**config.mk**
```make
export PLATFORM = sky130hd
export DESIGN_NAME = clock_div
export DESIGN_NICKNAME = d
export VERILOG_FILES = /design/src/rtl/clock_div.sv
export SDC_FILE = /design/constraint.sdc
export NUM_CORES = 1
export LEC_CHECK = 0
export ABC_AREA = 1
export CAP_MARGIN = 40
export CORE_ASPECT_RATIO = 0.8
export CORE_MARGIN = 4
export CORE_UTILIZATION = 55
export CTS_BUF_LIST = sky130_fd_sc_hd__clkbuf_4 sky130_fd_sc_hd__clkbuf_8
export DETAILED_ROUTE_END_ITERATION = 8
export PLACE_DENSITY = 0.73
export SYNTH_ARGS = -nofsm -noshare
export SYNTH_HDL_FRONTEND = slang
export SYNTH_SLANG_ARGS = --single-unit
export TNS_END_PERCENT = 20
```
**constraint.sdc**
```tcl
create_clock -name i_clk -period 1.75 [get_ports i_clk]
set_clock_uncertainty 0.15 [all_clocks]
set_input_delay 0.175 -clock i_clk [delete_from_list [all_inputs] [get_ports i_clk]]
set_output_delay 0.175 -clock i_clk [all_outputs]
set_load 0.05 [all_outputs]
```
**src/rtl/clock_div.sv**
```systemverilog
// clock_div: divides i_clk down to a single-cycle, i_clk-synchronous enable
// strobe o_clk that fires once every DIV = I_CLK_FRQ / FREQUENCY cycles.
// o_clk is a clock enable for i_clk logic, never a clock in its own right.

module clock_div #(
  parameter int unsigned I_CLK_FRQ = 100_000_000,
  parameter int unsigned FREQUENCY = 1_000
) (
  input  logic i_clk,
  input  logic i_rst,
  output logic o_clk
);

  // Floor division; the zero guard only keeps elaboration arithmetic sane,
  // the illegal-parameter check below reports the real problem.
  localparam int unsigned DIV_RAW = (FREQUENCY == 32'd0) ? 32'd1 : (I_CLK_FRQ / FREQUENCY);
  // A request at or above the input rate degenerates to "always enabled".
  localparam int unsigned DIV     = (DIV_RAW < 32'd1) ? 32'd1 : DIV_RAW;
  // Counter width max(1, clog2(DIV)): DIV of 1 or 2 still needs one bit.
  localparam int unsigned CW      = (DIV <= 32'd2) ? 32'd1 : $clog2(DIV);

  localparam logic [CW-1:0] CNT_MAX = CW'(DIV - 32'd1);
  localparam logic [CW-1:0] CNT_ONE = CW'(32'd1);

  // Reject zero rates at elaboration instead of building a meaningless divider.
  generate
    if ((I_CLK_FRQ == 32'd0) || (FREQUENCY == 32'd0)) begin : g_bad_param
      $error("clock_div: I_CLK_FRQ and FREQUENCY must both be non-zero");
    end
  endgenerate

  // Power-up values cover FPGA targets that never see i_rst asserted.
  logic [CW-1:0] cnt_q = '0;
  logic [CW-1:0] cnt_d;
  logic          clk_q = 1'b0;
  logic          clk_d;

  // Next-state: count 0..DIV-1, wrap to 0 and raise the strobe on the terminal count.
  always_comb begin
    cnt_d = '0;
    clk_d = 1'b0;
    if (cnt_q == CNT_MAX) begin
      cnt_d = '0;
      clk_d = 1'b1;
    end else begin
      cnt_d = cnt_q + CNT_ONE;
      clk_d = 1'b0;
    end
  end

  // State register; synchronous reset restarts the phase and kills any pulse in flight.
  always_ff @(posedge i_clk) begin
    if (i_rst) begin
      cnt_q <= '0;
      clk_q <= 1'b0;
    end else begin
      cnt_q <= cnt_d;
      clk_q <= clk_d;
    end
  end

  // Strobe comes straight from a flop, so no input reaches o_clk combinationally.
  assign o_clk = clk_q;

endmodule

```
==> results of run 1 <==
## layout by cell type (no fill, tap or decap), types with 2 or more instances in the layout
cell	count
nand2_1	41
inv_1	17
nor2_2	14
clkbuf_4	3
nand2_2	2
xnor2_1	4
nor2_1	22
nand3_1	9
nand4_1	3
dfxtp_1	18
o21ai_1	2
## layer usage
| metal | GRT usage, % | share of wire [%] | vias up |
|---|---|---|---|
| met1 | 23.0 | 52 | 346 |
| li1 | - | - | 441 |
| met2 | 22.2 | 42 | 17 |
| met3 | 5.90 | 5.6 | 2 |
| met4 | 4.37 | 0.66 | 0 |
| met5 | 0 | 0 | - |
## registers in the layout, indices dropped and copies added, names as in the netlist
signal and flops:
o_clk 1, cnt_q 17
## critical path, cell delays in order (launching register included)
cell     delay, ns
dfxtp_1       0.40
ha_1          0.23
nand2_1       0.10
nor2_4        0.15
nand3_2       0.13
nand2_4       0.23
nor2_1        0.08
## per-stage QoR
step | setup WS, ns | power [mW] | cell area [um2] | hold slack, ns | instances
floorplan | 0.311 | 0.456 | 968 | 0.0974 | 141
global placement | 0.244 | 0.457 | 993 | 0.300 | 164
detailed placement | 0.191 | 0.458 | 993 | 0.314 | 164
CTS | 0.182 | 0.659 | 1020 | 0.291 | 167
global route | 0.0757 | 0.678 | 1020 | 0.296 | 167
finish | 0.175 | 0.646 | 1020 | 0.296 | 167
## path summary, 6_finish.rpt
check,start,end,cells past startpoint
setup reg to reg,cnt_q[0],cnt_q[15],6
hold reg to reg,cnt_q[0],cnt_q[0],1
hold / removal,i_rst,o_clk,2
setup / recovery,cnt_q[0],cnt_q[15],6
## logic make-up (layout without fill, tap and decap cells)
group | Yosys count | in the layout | synth area share, %
AOI/OAI and AO/OA | 3 | 3 | 1.81
xor gates and xnor gates | 5 | 5 | 4.52
adders and majority gates | 1 | 1 | 1.29
buffers and inverters | 18 | 22 | 8.66
DFF | 18 | 18 | 37.2
and+or+nand+nor | 96 | 96 | 46.5
## report_power, final
group / leakage, nW / internal (mW) / switching, mW / total [mW]
Clock: 0.0138 / 0.0799 / 0.118 / 0.198
Sequential: 0.146 / 0.415 / 0.00631 / 0.422
Combinational: 0.180 / 0.0104 / 0.0165 / 0.0269
## cell type report
cell class              instances  area, um2  share of cell area, %
multi-input cells             105        524                   51.6
well taps                      22       27.5                   2.71
inverters                      17       63.8                   6.28
clock buffers                   3       22.5                   2.22
repair buffers                  2       17.5                   1.72
flip-flops and latches         18        360                   35.5
==> reports/qor.yml, run 1 <==
power:
  power_density_nw_per_um2: 636
  irDropWorstVdd_mv: 0.535
  power_leakage_nw: 0.339
global_route:
  grt-ovfl-total: 0
  grt_pass1_wl_um: 2830
  grt_pass1_vias: 627
  antenna_found_initial: 0
  track_usage_pct: 16.0
  grt_max_degree: 18
routing:
  wl_per_cell_um: 10.0
  firstDrtPassIters: 4
  drt-total-wl_um: 1670
  initialDrtViolationCount: 18
  avgViaCountPerCell: 4.83
  antenna_left: 0
  drc: 0
  num_vias: 806
final_layout:
  final_util_pct: 61.8
  fill_cells: 154
  area.growth.synth_to_final_pct: 4.91
  drive_gt1_share_pct: 16.6
  nets: 150
  diodes: 0
timing:
  fin_crit_ns: 1.57
  slew_violations: 0
  fmax_ghz: 0.635
  hold_viol_final: 0
  rsz0062_at_grt: "no"
  setup_tns_ns: 0
  worst_pin_slew_ns: 0.257
  slew_headroom_pct: 82.9
  setup_viol: 0
  period_share_pct: 90.0
synth:
  yosysWarningCount: 0
  synth_cell_types: 19
  syn-cell-area_um2: 968
  syn_nets: 144
  synth_top_area_share_pct: 37.2
  ys_ff_latch: 18
  synth_edf_count: 0
  syn_avg_cell_area_um2: 6.87
  synth_cells: 141
  yosysSeqAreaShare_pct: 37.2
  synth-async-reset-ratio_pct: 0
  synthTopCellsByCount: "nand2_1, nor2_1, dfxtp_1, inv_1, nor2_2"
  dominantRegCellSynth: "dfxtp_1"
  synth_largest_area_cell: "dfxtp_1"
  yosys-top-cells-area: "dfxtp_1, nand2_1, nor2_2"
  synth_most_common_cell: "nand2_1"
clocking:
  cts-resized-gates: 0
  cts_buffers: 3
  ctsHoldBuffers: 0
  clk_pin_slew_ns: 0.10
  ctsRootBufferMaster: "clkbuf_4"
  htreeDepth: 1
  cts_sinks: 18
  worstSkewPairLatency_ns: 0.29
  clockBufferDepth: 2
  cts_tree: "built"
  post_cts_buffers: 0
critical_path:
  crit_path_start_kind: "register"
  cp_max_fo: 17
  reg2reg_setup_slack_ns: 0.18
  crit_path_end_kind: "register"
  cp.arrival_ns: 1.60
  worstSetupPathType: "reg -> reg"
  crit_required_ns: 1.78
floorplanning:
  rows: 13
  core_area_um2: 1640
  io_pins: 3
  fp.dieH_um: 45.5
  start_util_pct: 58.9
  die_x_um: 54.9
  dieArea_um2: 2500
run_status:
  status: "finished clean"
min_path:
  hold_class: "in -> reg"
placed_design:
  place.gp.congestion: 0.744
  dpl.hpwl_um: 1270
  portBuffers: 2
flow_run:
  cap_violations: 0
(Power assumes the default switching activity.)
==> run 2, diff against run 1 <==
--- a/config.mk
+++ b/config.mk
@@ -13,6 +13,7 @@
 export CTS_BUF_LIST = sky130_fd_sc_hd__clkbuf_4 sky130_fd_sc_hd__clkbuf_8
 export DETAILED_ROUTE_END_ITERATION = 8
 export PLACE_DENSITY = 0.73
+export SETUP_SLACK_MARGIN = 0.05
 export SYNTH_ARGS = -nofsm -noshare
 export SYNTH_HDL_FRONTEND = slang
 export SYNTH_SLANG_ARGS = --single-unit
==> results of run 2 <==
Final layout, timing and power as in run 1 (identical DEF).
==> run 3, diff against run 2 <==
--- a/config.mk
+++ b/config.mk
@@ -9,10 +9,9 @@
 export CAP_MARGIN = 40
 export CORE_ASPECT_RATIO = 0.8
 export CORE_MARGIN = 4
-export CORE_UTILIZATION = 55
+export CORE_UTILIZATION = 43
 export CTS_BUF_LIST = sky130_fd_sc_hd__clkbuf_4 sky130_fd_sc_hd__clkbuf_8
 export DETAILED_ROUTE_END_ITERATION = 8
-export PLACE_DENSITY = 0.73
 export SETUP_SLACK_MARGIN = 0.05
 export SYNTH_ARGS = -nofsm -noshare
 export SYNTH_HDL_FRONTEND = slang
==> reports/qor.yml, run 3 (synthesis results as in run 1) <==
global_route:
  grt-ovfl-total: 0
  grt_pass1_vias: 684
  track_usage_pct: 13.9
  grt_pass1_wl_um: 3120
  antenna_found_initial: 0
  grt_max_degree: 18
final_layout:
  final_cell_count_no_fill: 171
  fill_cells: 225
  largest_reg_flops: 17
  diodes: 0
  nets: 150
  final_util_pct: 47.9
  max_flop_register: "cnt_q"
  final_cell_mix: "nand2_1, nor2_1, dfxtp_1, inv_1, nor2_2"
  layout_commonest_cell: "nand2_1"
  drive_gt1_share_pct: 17.1
  area.growth.synth_to_final_pct: 6.72
floorplanning:
  io_pins: 3
  dieArea_um2: 3080
  start_util_pct: 44.9
  fp.dieH_um: 50.4
  rows: 15
  core_area_um2: 2160
  die_x_um: 61.1
timing:
  period_share_pct: 88.9
  worst_pin_slew_ns: 0.253
  fmax_ghz: 0.643
  slew_headroom_pct: 83.1
  hold_viol_final: 0
  setup_tns_ns: 0
  fin_crit_ns: 1.55
  fin_ws_ns: 0.195
  setup_viol: 0
  slew_violations: 0
  rsz0062_at_grt: "no"
routing:
  antenna_left: 0
  drc: 0
  num_vias: 788
  avgViaCountPerCell: 4.61
  firstDrtPassIters: 4
  drt-total-wl_um: 1710
  initialDrtViolationCount: 36
  wl_per_cell_um: 10.0
clocking:
  post_cts_buffers: 0
  clk_pin_slew_ns: 0.11
  worstSkewPairLatency_ns: 0.30
  ctsRootBufferMaster: "clkbuf_4"
  cts-resized-gates: 0
  htreeDepth: 1
  clockBufferDepth: 2
  cts_buffers: 3
  ctsHoldBuffers: 0
  cts_sinks: 18
  cts_tree: "built"
placed_design:
  dp_cells: 167
  portBuffers: 2
  dpl.hpwl_um: 1320
  place_ws_ns: 0.190
  place.gp.congestion: 0.777
critical_path:
  reg2reg_setup_slack_ns: 0.20
  critPathMaxStageDelay_ns: 0.40
  cp.arrival_ns: 1.60
  cp_max_fo: 17
  worstSetupPathType: "reg -> reg"
  crit_required_ns: 1.80
  crit_path_end_kind: "register"
  reg2reg_depth: 6
  r2r-end: "cnt_q[16]"
  r2r-start: "cnt_q[0]"
  crit_path_end: "cnt_q[16]"
  crit_chain: "ha_1 -> nand2_1 -> nor2_4 -> nand3_2 -> nand2_4 -> nor2_1"
  startpoint: "cnt_q[0]"
  worst_path_max_delay_cell: "dfxtp_1"
  crit_path_start_kind: "register"
power:
  power_leakage_nw: 0.346
  power_density_nw_per_um2: 686
  irDropWorstVdd_mv: 0.613
run_status:
  status: "finished clean"
min_path:
  hold_class: "in -> reg"
flow_run:
  cap_violations: 0
run 3: layout make-up:
class | instances | area (um2) | area share [%]
repair buffers | 2 | 17.5 | 1.69
multi-input cells | 105 | 524 | 50.7
flip-flops and latches | 18 | 360 | 34.9
inverters | 17 | 63.8 | 6.17
well taps | 25 | 31.3 | 3.03
clock buffers | 4 | 36.3 | 3.51
run 3: stage by stage:
step / hold WS (ns) / power [mW] / cell area [um2]
after CTS: 0.264 / 0.721 / 1030
after global routing: 0.289 / 0.752 / 1030
after detailed placement: 0.311 / 0.458 / 997
after global placement: 0.302 / 0.458 / 997
final: 0.280 / 0.709 / 1030
after floorplan: 0.0974 / 0.456 / 968
run 3: worst min path at each step:
stage	from	end	slack, ns	cells past startpoint
floorplan	i_rst	o_clk	0.1	1
global placement	cnt_q[0]	cnt_q[0]	0.30	1
detailed placement	cnt_q[0]	cnt_q[0]	0.31	1
CTS	i_rst	o_clk	0.26	2
global route	i_rst	o_clk	0.29	2
finish	i_rst	o_clk	0.28	2
run 3: layer usage:
layer	routed length, um	track usage, %	up-vias
met4	30	5.42	0
met5	0	0	-
met2	648	17.6	7
li1	-	-	439
met1	962	20.5	338
met3	72	5.40	4
run 3: where the power goes:
| group | internal, mW | switching (mW) | leakage (nW) | total, mW |
|---|---|---|---|---|
| clock | 0.127 | 0.134 | 0.0210 | 0.261 |
| sequential | 0.415 | 0.00580 | 0.146 | 0.421 |
| combinational | 0.0106 | 0.0164 | 0.180 | 0.0270 |
run 3: critical path: cells and delay by family, from the launching register on:
kind,cells,cell delay [ns]
simple gates,5,0.66
fa+ha+maj,1,0.23
flops,1,0.40
